==> src/rtl/lsu_sram_port_arb_if.sv <==
// Bundles the write/read requester handshakes, the SRAM macro pins and the
// read-response channel that surround one LSU scratchpad port arbiter.
interface lsu_sram_port_arb_if #(
    parameter int ADDR_W  = 8,
    parameter int WDATA_W = 32,
    parameter int RDATA_W = 128
);
    // DRAM load write path
    logic               wr_vld;
    logic               wr_rdy;
    logic [ADDR_W-1:0]  wr_addr;
    logic [WDATA_W-1:0] wr_data;

    // ram_buffer read path
    logic               rd_vld;
    logic               rd_rdy;
    logic [ADDR_W-1:0]  rd_addr;

    // mem_wrapper pins
    logic               sram_cen;
    logic               sram_wen;
    logic [ADDR_W-1:0]  sram_addr;
    logic [WDATA_W-1:0] sram_din;
    logic [RDATA_W-1:0] sram_dout;

    // read response towards ram_buffer
    logic               rsp_vld;
    logic [ADDR_W-1:0]  rsp_addr;
    logic [RDATA_W-1:0] rsp_data;

    modport slave (
        input  wr_vld, wr_addr, wr_data,
        input  rd_vld, rd_addr,
        input  sram_dout,
        output wr_rdy, rd_rdy,
        output sram_cen, sram_wen, sram_addr, sram_din,
        output rsp_vld, rsp_addr, rsp_data
    );

    modport master (
        output wr_vld, wr_addr, wr_data,
        output rd_vld, rd_addr,
        output sram_dout,
        input  wr_rdy, rd_rdy,
        input  sram_cen, sram_wen, sram_addr, sram_din,
        input  rsp_vld, rsp_addr, rsp_data
    );
endinterface

==> src/rtl/lsu_sram_port_arb.sv <==
// Single-port scratchpad arbiter: writes win by default, a starvation counter
// forces a read through, and a one-deep tag pipeline pairs sram_dout with its address.
module lsu_sram_port_arb #(
    parameter int ADDR_W     = 8,
    parameter int WDATA_W    = 32,
    parameter int RDATA_W    = 128,
    parameter int STARVE_MAX = 4
) (
    input  logic                 clk,
    input  logic                 rst_n,
    input  logic                 flush,
    lsu_sram_port_arb_if.slave   bus,
    output logic [3:0]           starve_cnt,
    output logic                 arb_idle
);
    localparam logic [3:0] STARVE_LIM = 4'(STARVE_MAX);

    logic              wr_grant;
    logic              rd_grant;
    logic              starved;
    logic [3:0]        starve_cnt_reg;
    logic [3:0]        starve_cnt_next;
    logic              rsp_vld_reg;
    logic [ADDR_W-1:0] rsp_addr_reg;

    assign starved = (starve_cnt_reg >= STARVE_LIM);

    // Grants are gated by rst_n so nothing reaches the SRAM while reset is held.
    always_comb begin
        wr_grant = rst_n & bus.wr_vld & (~bus.rd_vld | ~starved);
        rd_grant = rst_n & bus.rd_vld & (~bus.wr_vld | starved);
    end

    always_comb begin
        bus.wr_rdy    = wr_grant;
        bus.rd_rdy    = rd_grant;
        bus.sram_cen  = 1'b0;
        bus.sram_wen  = 1'b0;
        bus.sram_addr = '0;
        bus.sram_din  = '0;
        if (wr_grant) begin
            bus.sram_cen  = 1'b1;
            bus.sram_wen  = 1'b1;
            bus.sram_addr = bus.wr_addr;
            bus.sram_din  = bus.wr_data;
        end else if (rd_grant) begin
            bus.sram_cen  = 1'b1;
            bus.sram_addr = bus.rd_addr;
        end
    end

    always_comb begin
        starve_cnt_next = starve_cnt_reg;
        if (flush || rd_grant || !bus.rd_vld) begin
            starve_cnt_next = 4'd0;
        end else if (wr_grant) begin
            starve_cnt_next = starved ? STARVE_LIM : starve_cnt_reg + 4'd1;
        end
    end

    // A flush seen in the issue cycle kills the response before it is born.
    always_ff @(posedge clk or negedge rst_n) begin
        if (!rst_n) begin
            starve_cnt_reg <= 4'd0;
            rsp_vld_reg    <= 1'b0;
            rsp_addr_reg   <= '0;
        end else begin
            starve_cnt_reg <= starve_cnt_next;
            rsp_vld_reg    <= rd_grant & ~flush;
            if (rd_grant) begin
                rsp_addr_reg <= bus.rd_addr;
            end
        end
    end

    assign bus.rsp_vld  = rsp_vld_reg & ~flush;
    assign bus.rsp_addr = rsp_addr_reg;
    assign bus.rsp_data = bus.sram_dout;
    assign starve_cnt   = starve_cnt_reg;
    assign arb_idle     = ~rst_n | (~bus.wr_vld & ~bus.rd_vld & ~bus.rsp_vld);
endmodule
==> src/flat_wrapper.sv <==
// flat-port wrapper written by rule: the top's interface ports become plain ports
module lsu_sram_port_arb_flat 
#(
    parameter int ADDR_W     = 8,
    parameter int WDATA_W    = 32,
    parameter int RDATA_W    = 128,
    parameter int STARVE_MAX = 4
)
  (clk, rst_n, flush, starve_cnt, arb_idle, bus_wr_vld, bus_wr_addr, bus_wr_data, bus_rd_vld, bus_rd_addr, bus_sram_dout, bus_wr_rdy, bus_rd_rdy, bus_sram_cen, bus_sram_wen, bus_sram_addr, bus_sram_din, bus_rsp_vld, bus_rsp_addr, bus_rsp_data);
  lsu_sram_port_arb_if #(.ADDR_W(ADDR_W), .WDATA_W(WDATA_W), .RDATA_W(RDATA_W)) bus_i ();
  input  logic clk;
  input  logic rst_n;
  input  logic flush;
  output logic [3:0] starve_cnt;
  output logic arb_idle;
  input wire logic [$bits(bus_i.wr_vld)-1:0] bus_wr_vld;
  input wire logic [$bits(bus_i.wr_addr)-1:0] bus_wr_addr;
  input wire logic [$bits(bus_i.wr_data)-1:0] bus_wr_data;
  input wire logic [$bits(bus_i.rd_vld)-1:0] bus_rd_vld;
  input wire logic [$bits(bus_i.rd_addr)-1:0] bus_rd_addr;
  input wire logic [$bits(bus_i.sram_dout)-1:0] bus_sram_dout;
  output wire logic [$bits(bus_i.wr_rdy)-1:0] bus_wr_rdy;
  output wire logic [$bits(bus_i.rd_rdy)-1:0] bus_rd_rdy;
  output wire logic [$bits(bus_i.sram_cen)-1:0] bus_sram_cen;
  output wire logic [$bits(bus_i.sram_wen)-1:0] bus_sram_wen;
  output wire logic [$bits(bus_i.sram_addr)-1:0] bus_sram_addr;
  output wire logic [$bits(bus_i.sram_din)-1:0] bus_sram_din;
  output wire logic [$bits(bus_i.rsp_vld)-1:0] bus_rsp_vld;
  output wire logic [$bits(bus_i.rsp_addr)-1:0] bus_rsp_addr;
  output wire logic [$bits(bus_i.rsp_data)-1:0] bus_rsp_data;
  assign bus_i.wr_vld = bus_wr_vld;
  assign bus_i.wr_addr = bus_wr_addr;
  assign bus_i.wr_data = bus_wr_data;
  assign bus_i.rd_vld = bus_rd_vld;
  assign bus_i.rd_addr = bus_rd_addr;
  assign bus_i.sram_dout = bus_sram_dout;
  assign bus_wr_rdy = bus_i.wr_rdy;
  assign bus_rd_rdy = bus_i.rd_rdy;
  assign bus_sram_cen = bus_i.sram_cen;
  assign bus_sram_wen = bus_i.sram_wen;
  assign bus_sram_addr = bus_i.sram_addr;
  assign bus_sram_din = bus_i.sram_din;
  assign bus_rsp_vld = bus_i.rsp_vld;
  assign bus_rsp_addr = bus_i.rsp_addr;
  assign bus_rsp_data = bus_i.rsp_data;
  lsu_sram_port_arb #(.ADDR_W(ADDR_W), .WDATA_W(WDATA_W), .RDATA_W(RDATA_W), .STARVE_MAX(STARVE_MAX)) u_core (.clk(clk), .rst_n(rst_n), .flush(flush), .bus(bus_i), .starve_cnt(starve_cnt), .arb_idle(arb_idle));
endmodule
==> config.mk <==
export PLATFORM = sky130hd
export DESIGN_NAME = lsu_sram_port_arb_flat
export DESIGN_NICKNAME = d
export VERILOG_FILES = /design/src/rtl/lsu_sram_port_arb_if.sv /design/src/rtl/lsu_sram_port_arb.sv /design/src/flat_wrapper.sv
export SDC_FILE = /design/constraint.sdc
export NUM_CORES = 1
export LEC_CHECK = 0
export BUFFER_PORTS_ARGS = -buffer_cell sky130_fd_sc_hd__buf_4
export CORE_AREA = 8 8 136 138
export CTS_CLUSTER_DIAMETER = 100
export CTS_CLUSTER_SIZE = 20
export DETAILED_ROUTE_END_ITERATION = 16
export DIE_AREA = 0 0 144 146
export PLACE_DENSITY = 0.44
export RECOVER_POWER = 100
export SYNTH_ARGS = -nofsm -noshare
export SYNTH_HDL_FRONTEND = slang
export SYNTH_SLANG_ARGS = --single-unit
==> constraint.sdc <==
create_clock -name clk -period 4.75 [get_ports clk]
set_input_delay 0.2375 -clock clk [delete_from_list [all_inputs] [get_ports clk]]
set_output_delay 0.2375 -clock clk [all_outputs]
set_load 0.1 [all_outputs]
* Yosys cells after proc, flatten, opt, wreduce, memory -nomap -nowiden
Cells that the tools add are included.
Word-level totals: memories kept 0, ROM bits 0, output and inout port bits 186, bits in writable memories 0, word-level logic and storage cells 35, flip-flop bits (word level) 13, bits in latches 0
Cells by class: reductions and logical operators 4, divide/modulo/power cells 0, eq/ne operators 0, $mul 0, order comparisons 1, bitwise gates (word level) 17, add/subtract/negate cells 1, shift-type cells 0, muxes and demuxes 9
Operators by type and width (count):
- two-way mux 32 bit | 1
- two-way mux 8 bit | 2
- two-way mux 4 bit | 3
- AND 1 bit | 8
- NOT 1 bit | 6
- adder 4 x 1 -> 4 bit, second input constant | 1
- >= comparator 4 x 3 -> 1 bit, second input constant | 1
- two-way mux 1 bit | 3
- OR 1 bit | 3
- logical OR 1 bit | 2
- nonzero test 2 bit | 1
- zero test 1 bit | 1

* Depth between registers and ports, before layout
Gate-level depths: netlist (run 1).
word-level depth 6, gate-level depth with buffers 5

* Least setup slack after synthesis (run 1)
No wires, ideal clock.
kind register to output, start register u_core.starve_cnt_reg[3], in the netlist u_core.starve_cnt[3], end output port bus_sram_din[23], stages on the path, launching flop included 5, data arrival time 3.223 ns, path slack 1.289 ns, buffers on the path 1, cell sequence dfrtp_1 > o21a_1 > nor2_1 > clkbuf_1 > and2_1
Between the ends: longest elaborated chain between the ends 5
RTL lines:
- start: declaration | line lsu_sram_port_arb.sv:21 | logic [3:0] starve_cnt_reg;
- start signal: assignment | line lsu_sram_port_arb.sv:68 | starve_cnt_reg <= starve_cnt_next;
- >= comparator 4 x 3 -> 1 bit | line lsu_sram_port_arb.sv:26 | assign starved = (starve_cnt_reg >= STARVE_LIM);
- NOT 1 bit | line lsu_sram_port_arb.sv:30 | wr_grant = rst_n & bus.wr_vld & (~bus.rd_vld | ~starved);
- OR 1 bit | line lsu_sram_port_arb.sv:30
- AND 1 bit | line lsu_sram_port_arb.sv:30
- two-way mux 32 bit | line lsu_sram_port_arb.sv:41 | if (wr_grant) begin
- end: declaration | line flat_wrapper.sv:27 | output wire logic [$bits(bus_i.sram_din)-1:0] bus_sram_din;
Every way passes these cells.

* Worst setup path after layout (run 1)
start input port rst_n, end output port bus_sram_addr[4]
Between the ends: longest elaborated chain between the ends 4, elaborated cells between the ends (all ways) 6, classes of those cells mux (2); bitwise (4)
RTL lines:
- start: declaration | line flat_wrapper.sv:12 | input logic rst_n;
- AND 1 bit (2 in a row) | line lsu_sram_port_arb.sv:31 | rd_grant = rst_n & bus.rd_vld & (~bus.wr_vld | starved);
- two-way mux 8 bit | line lsu_sram_port_arb.sv:46 | end else if (rd_grant) begin
- two-way mux 8 bit (*) | line lsu_sram_port_arb.sv:41
- end: declaration | line flat_wrapper.sv:26 | output wire logic [$bits(bus_i.sram_addr)-1:0] bus_sram_addr;
Mark *: on every way between the ends. The rest lies on a longest branch, timed or not.

==> out/qor.yml, run 1 <==
cts-resized-gates: 0
via_per_inst: 3.02
final_util_pct: 12.1
grt_max_degree: 44
worst_pin_slew_ns: 1.23
grt_pass1_vias: 1485
ios: 367
crit_buf_inv: 3
fmax_ghz: 0.307
area_delta_synth_final_pct: 6.99
pwr_density_cell_nw_per_um2: 325
path_clk_slew_ns: 0.05
dr.pass1.iters: 4
yosysWarnings: 0
outcome: "completed"
skew_ns: 0.00546
insertion_delay_ns: 0.25
dp_hpwl_um: 5410
stdcell_area_um2: 1970
setup_violations: 0
synthCells: 217
cts_num_sinks: 13
timing.final.crit_share_pct: 68.6
synth_top_area_share_pct: 52.5
peakVddDrop_mv: 0.0855
slew_viol_final: 0
ys_types: 23
min_path_type: "input port to register"
cp-end-kind: "output pin"
largest_reg_flops: 8
nets: 381
num_rows: 47
clockBufferDepth: 2
worstPathArrival_ns: 3.02
rsz0062_at_grt: "no"
synth_area_leaders: "buf_4, dfrtp_1, and2_1, mux2_2, a22o_1"
h-tree-depth: 1
synth_area_um2: 1840
period_needed_ns: 3.26
grt_pass1_wl_um: 8800
clockRootBuffer: "clkbuf_16"
yosysSeqAreaShare_pct: 17.7
die_w_um: 144
finalPower_mw: 0.641
grt.total_usage_pct: 5.61
drt_iter0_markers: 33
antenna_found_initial: 0
wl_per_cell_um: 15.1
cts_tree: "yes"
drive_gt1_share_pct: 54.5
diodes: 0
routabilityCongestion: 0.631
finalHoldViolCount: 0
synth.net_count: 399
cpLargestDelayFamily: "buffers and inverters"
drc: 0
overflow: 0
syn_avg_cell_area_um2: 8.49
vias: 1264
layout_commonest_cell: "buf_4"
startpoint_type: "input port"
dpl_cell_area_um2: 1950
dieArea_um2: 21000
io_buffers: 110
cts_made_buffers: 3
critical_path.cell_chain: "dlygate4sd3_1 -> clkbuf_1 -> and3_1 -> a22o_1 -> buf_4"
ys_seq_elements: 13
fin_tns_setup_ns: 0
wl_um: 6320
ant_nets: 0
coreArea_um2: 16300
post_cts_buffers: 0
critPathMaxFanout: 21
max-cap-violations: 0
worstPathRequired_ns: 4.51
die_h_um: 146
critPathSlowestCell: "and3_1"
criticalPathCategory: "input port to output pin"
synth.largest_area_cell: "buf_4"
hold_slack_ns: 0.156
p_leak_nw: 0.904
initial_utilization_pct: 11.3
critical_path.max_stage_delay_ns: 0.89
final_cell_mix: "buf_4, and2_1, clkbuf_1, dfrtp_1"
max_slew_margin_pct: 18.2
[cells by family after synthesis]
logic type	Yosys count	synth area share, %
AOI/OAI and AO/OA	16	6.72
adders and majority gates	1	0.679
buffers and inverters	135	54.6
DFF	13	17.7
muxes	8	4.89
and+or+nand+nor	44	15.5
[path summary, 6_finish.rpt]
path,startpoint,end,slack (ns),cells past startpoint
worst max register to register,u_core.starve_cnt[2],u_core.bus.rsp_addr[3],2.86,3
worst min register to register,u_core.bus.rsp_addr[2],u_core.bus.rsp_addr[2],0.50,1
min in group asynchronous,rst_n,u_core.bus.rsp_addr[2],0.71,2
max in group asynchronous,rst_n,u_core.starve_cnt[2],3.40,2
worst max-delay path,rst_n,bus_sram_addr[4],1.49,5
worst min-delay path,flush,u_core.rsp_vld_reg,0.16,2
[report_power, final]
part           internal, mW  total (mW)  leakage, nW  switching, mW
combinational        0.0733       0.343        0.701          0.270
clock                 0.114       0.165       0.0382         0.0511
sequential            0.125       0.133        0.164        0.00881
[what timing repair did]
| action | in CTS | in global routing |
|---|---|---|
| hold endpoints to repair | 13 | 0 |
| hold buffers | 1 | 0 |
| endpoints found under the setup margin | 0 | 0 |
[cell usage after synthesis]
cell type and number:
buf_6 2, buf_4 129, and2_1 32, a211oi_1 1
and3_4 1, nand2_1 1, or4_1 1, nor3_1 1
ha_1 1, nor2_1 1, or4b_1 1, a221oi_1 1
mux2_2 8, nor3b_1 1, nand2b_1 2, a22o_1 8
a21oi_1 2, dfrtp_1 13, clkbuf_1 4, o21a_1 3
o21ai_0 1, or3b_4 1, nor2b_1 2
[per-layer routing]
| metal | global-route usage, % | vias up | wire (um) |
|---|---|---|---|
| met1 | 4.76 | 557 | 2000 |
| met2 | 9.03 | 106 | 2930 |
| met5 | 0 | - | 0 |
| li1 | - | 526 | - |
| met4 | 7.36 | 0 | 712 |
| met3 | 1.94 | 75 | 676 |
[layout make-up]
| cell class | instances | area [um2] |
|---|---|---|
| fillers | 1916 | 14300 |
| multi-input cells | 69 | 509 |
| repair buffers | 112 | 783 |
| well taps | 220 | 275 |
| clock buffers | 4 | 78.8 |
| flip-flops and latches | 13 | 325 |
[per-stage QoR]
step	cells	worst slack, ns
floorplan	217	1.29
global placement	413	2.87
detailed placement	413	2.82
CTS	418	2.26
global route	418	1.20
finish	418	1.49
(Power assumes the default switching activity.)
==> run 2: changes to the inputs <==
--- a/config.mk
+++ b/config.mk
@@ -6,12 +6,12 @@
 export NUM_CORES = 1
 export LEC_CHECK = 0
 export BUFFER_PORTS_ARGS = -buffer_cell sky130_fd_sc_hd__buf_4
-export CORE_AREA = 8 8 136 138
+export CORE_AREA = 8 8 137 139
 export CTS_CLUSTER_DIAMETER = 100
 export CTS_CLUSTER_SIZE = 20
 export DETAILED_ROUTE_END_ITERATION = 16
-export DIE_AREA = 0 0 144 146
-export PLACE_DENSITY = 0.44
+export DIE_AREA = 0 0 145 147
+export PLACE_DENSITY = 0.43
 export RECOVER_POWER = 100
 export SYNTH_ARGS = -nofsm -noshare
 export SYNTH_HDL_FRONTEND = slang
==> constraint.sdc (replaced) <==
create_clock -name clk -period 3.3 [get_ports clk]
set_input_delay 0.165 -clock clk [delete_from_list [all_inputs] [get_ports clk]]
set_output_delay 0.165 -clock clk [all_outputs]
set_load 0.1 [all_outputs]
==> run 2 against run 1 <==
Effect of this change:
- via count barely moved
- combinational power rose by 39%
- die area rose by 1.4%
- global-route usage fell by 0.65 points
- final area fell by 5.1%
- first-iteration DRC count fell by 42%
- sequential power rose by 43%
- power rose by 40%
- largest cell class unchanged
- final cell count rose by 0.96%
==> out/qor.yml, run 2 (same netlist as run 1, synthesis figures left out) <==
outcome: "completed"
post_cts_buffers: 0
vias: 1265
max_slew_margin_pct: 15.9
io_buffers: 110
skew_ns: 0.00355
grt_pass1_vias: 1514
criticalPathCategory: "input port to output pin"
multi_input_area_um2: 514
whs_path_depth: 2
p_leak_nw: 0.867
dr.pass1.iters: 2
die_w_um: 145
ios: 367
setup_violations: 0
drt_iter0_markers: 19
clockBufferDepth: 2
worstPathArrival_ns: 2.57
grt_pass1_wl_um: 8440
grt-busiest-layer: "met2"
max-cap-violations: 0
num_rows: 48
final_cell_mix: "buf_4, clkbuf_2, and2_1, clkbuf_1, dfrtp_1"
insertion_delay_ns: 0.24
finalHoldViolCount: 0
wl_per_cell_um: 13.6
diodes: 0
cts_num_sinks: 13
peakVddDrop_mv: 0.257
fin_tns_setup_ns: 0
pwr_density_cell_nw_per_um2: 479
ant_nets: 0
whs_endpoint: "u_core.rsp_vld_reg"
overflow: 0
worst_pin_slew_ns: 1.27
antenna_found_initial: 0
path_clk_slew_ns: 0.04
area_delta_synth_final_pct: 1.49
wl_um: 5720
dp_hpwl_um: 4930
met2_usage_pct: 8.15
regToRegEndpoint: "u_core.bus.rsp_addr[7]"
cp-end-kind: "output pin"
drive_gt1_share_pct: 54.3
rsz0062_at_grt: "no"
layout_commonest_cell: "buf_4"
via_per_inst: 3.00
drc: 0
finalPower_mw: 0.896
grt.total_usage_pct: 4.96
r2r_start: "u_core.starve_cnt[2]"
largest_reg_flops: 8
period_needed_ns: 2.74
dieArea_um2: 21300
nets: 380
seqCellArea_um2: 325
cts-resized-gates: 0
hold_path.startpoint: "flush"
initial_utilization_pct: 11.0
cts_made_buffers: 3
timing.final.crit_share_pct: 82.9
met1_usage_pct: 3.63
worstPathRequired_ns: 3.13
min_path_type: "input port to register"
startpoint_type: "input port"
critPathMaxFanout: 21
h-tree-depth: 1
clockRootBuffer: "clkbuf_16"
reg2regPathDepth: 3
grt_max_degree: 44
coreArea_um2: 16800
met3_usage_pct: 3.88
cts_tree: "yes"
rrSetupSlack_ns: 1.51
slew_viol_final: 0
routabilityCongestion: 0.653
die_h_um: 147
cts.hold.buffers_added: 1
fmax_ghz: 0.366
nFillCells: 1968
## run 2: changes by cell type in the layout (fill, tap and decap cells not counted), sizes merged
| cell | delta |
|---|---|
| buf | -43 |
| clkbuf | +42 |
## run 2: worst max-delay path by stage
| stage | from | endpoint | slack (ns) | depth (start not counted) |
|---|---|---|---|---|
| floorplan | u_core.rsp_vld_reg | arb_idle | 0.30 | 2 |
| global placement | u_core.starve_cnt[2] | bus_sram_din[31] | 1.27 | 4 |
| detailed placement | u_core.starve_cnt[2] | bus_sram_din[31] | 1.21 | 4 |
| CTS | rst_n | bus_sram_din[31] | 0.68 | 6 |
| global route | rst_n | bus_rd_rdy | 0.41 | 4 |
| finish | rst_n | bus_rd_rdy | 0.56 | 4 |
## run 2: layer usage
| layer | vias to the layer above | routed length, um |
|---|---|---|
| met5 | - | 0 |
| met4 | 0 | 487 |
| met3 | 60 | 969 |
| met2 | 145 | 2660 |
| met1 | 539 | 1600 |
| li1 | 521 | - |
## run 2: layout make-up
cell class              instances  area share, %
clock buffers                   4           4.21
multi-input cells              69           27.5
flip-flops and latches         13           17.4
well taps                     225           15.1
repair buffers                111           35.9
## run 2: through the flow
| stage | util [%] | instances | area, um2 | setup slack (ns) | hold slack (ns) |
|---|---|---|---|---|---|
| final | 11.2 | 422 | 1870 | 0.564 | 0.0884 |
| after global routing | 11.2 | 422 | 1870 | 0.410 | 0.0937 |
| after CTS | 12.2 | 422 | 2040 | 0.683 | 0.0868 |
| after detailed placement | 11.6 | 417 | 1950 | 1.21 | 0.0494 |
| after global placement | 11.6 | 417 | 1950 | 1.27 | 0.0481 |
| after floorplan | - | 217 | 1840 | 0.302 | -0.131 |
## run 2: critical path, cell delays in order
cell and delay, ns:
dlygate4sd3_1 0.52, buf_4 0.26, and3_1 0.68, clkbuf_1 0.93
## run 2: where the power goes
part	switching, mW	total, mW	internal [mW]
clock network	0.0656	0.228	0.163
logic	0.387	0.478	0.0911
registers	0.0104	0.190	0.179
total	0.463	0.896	0.433
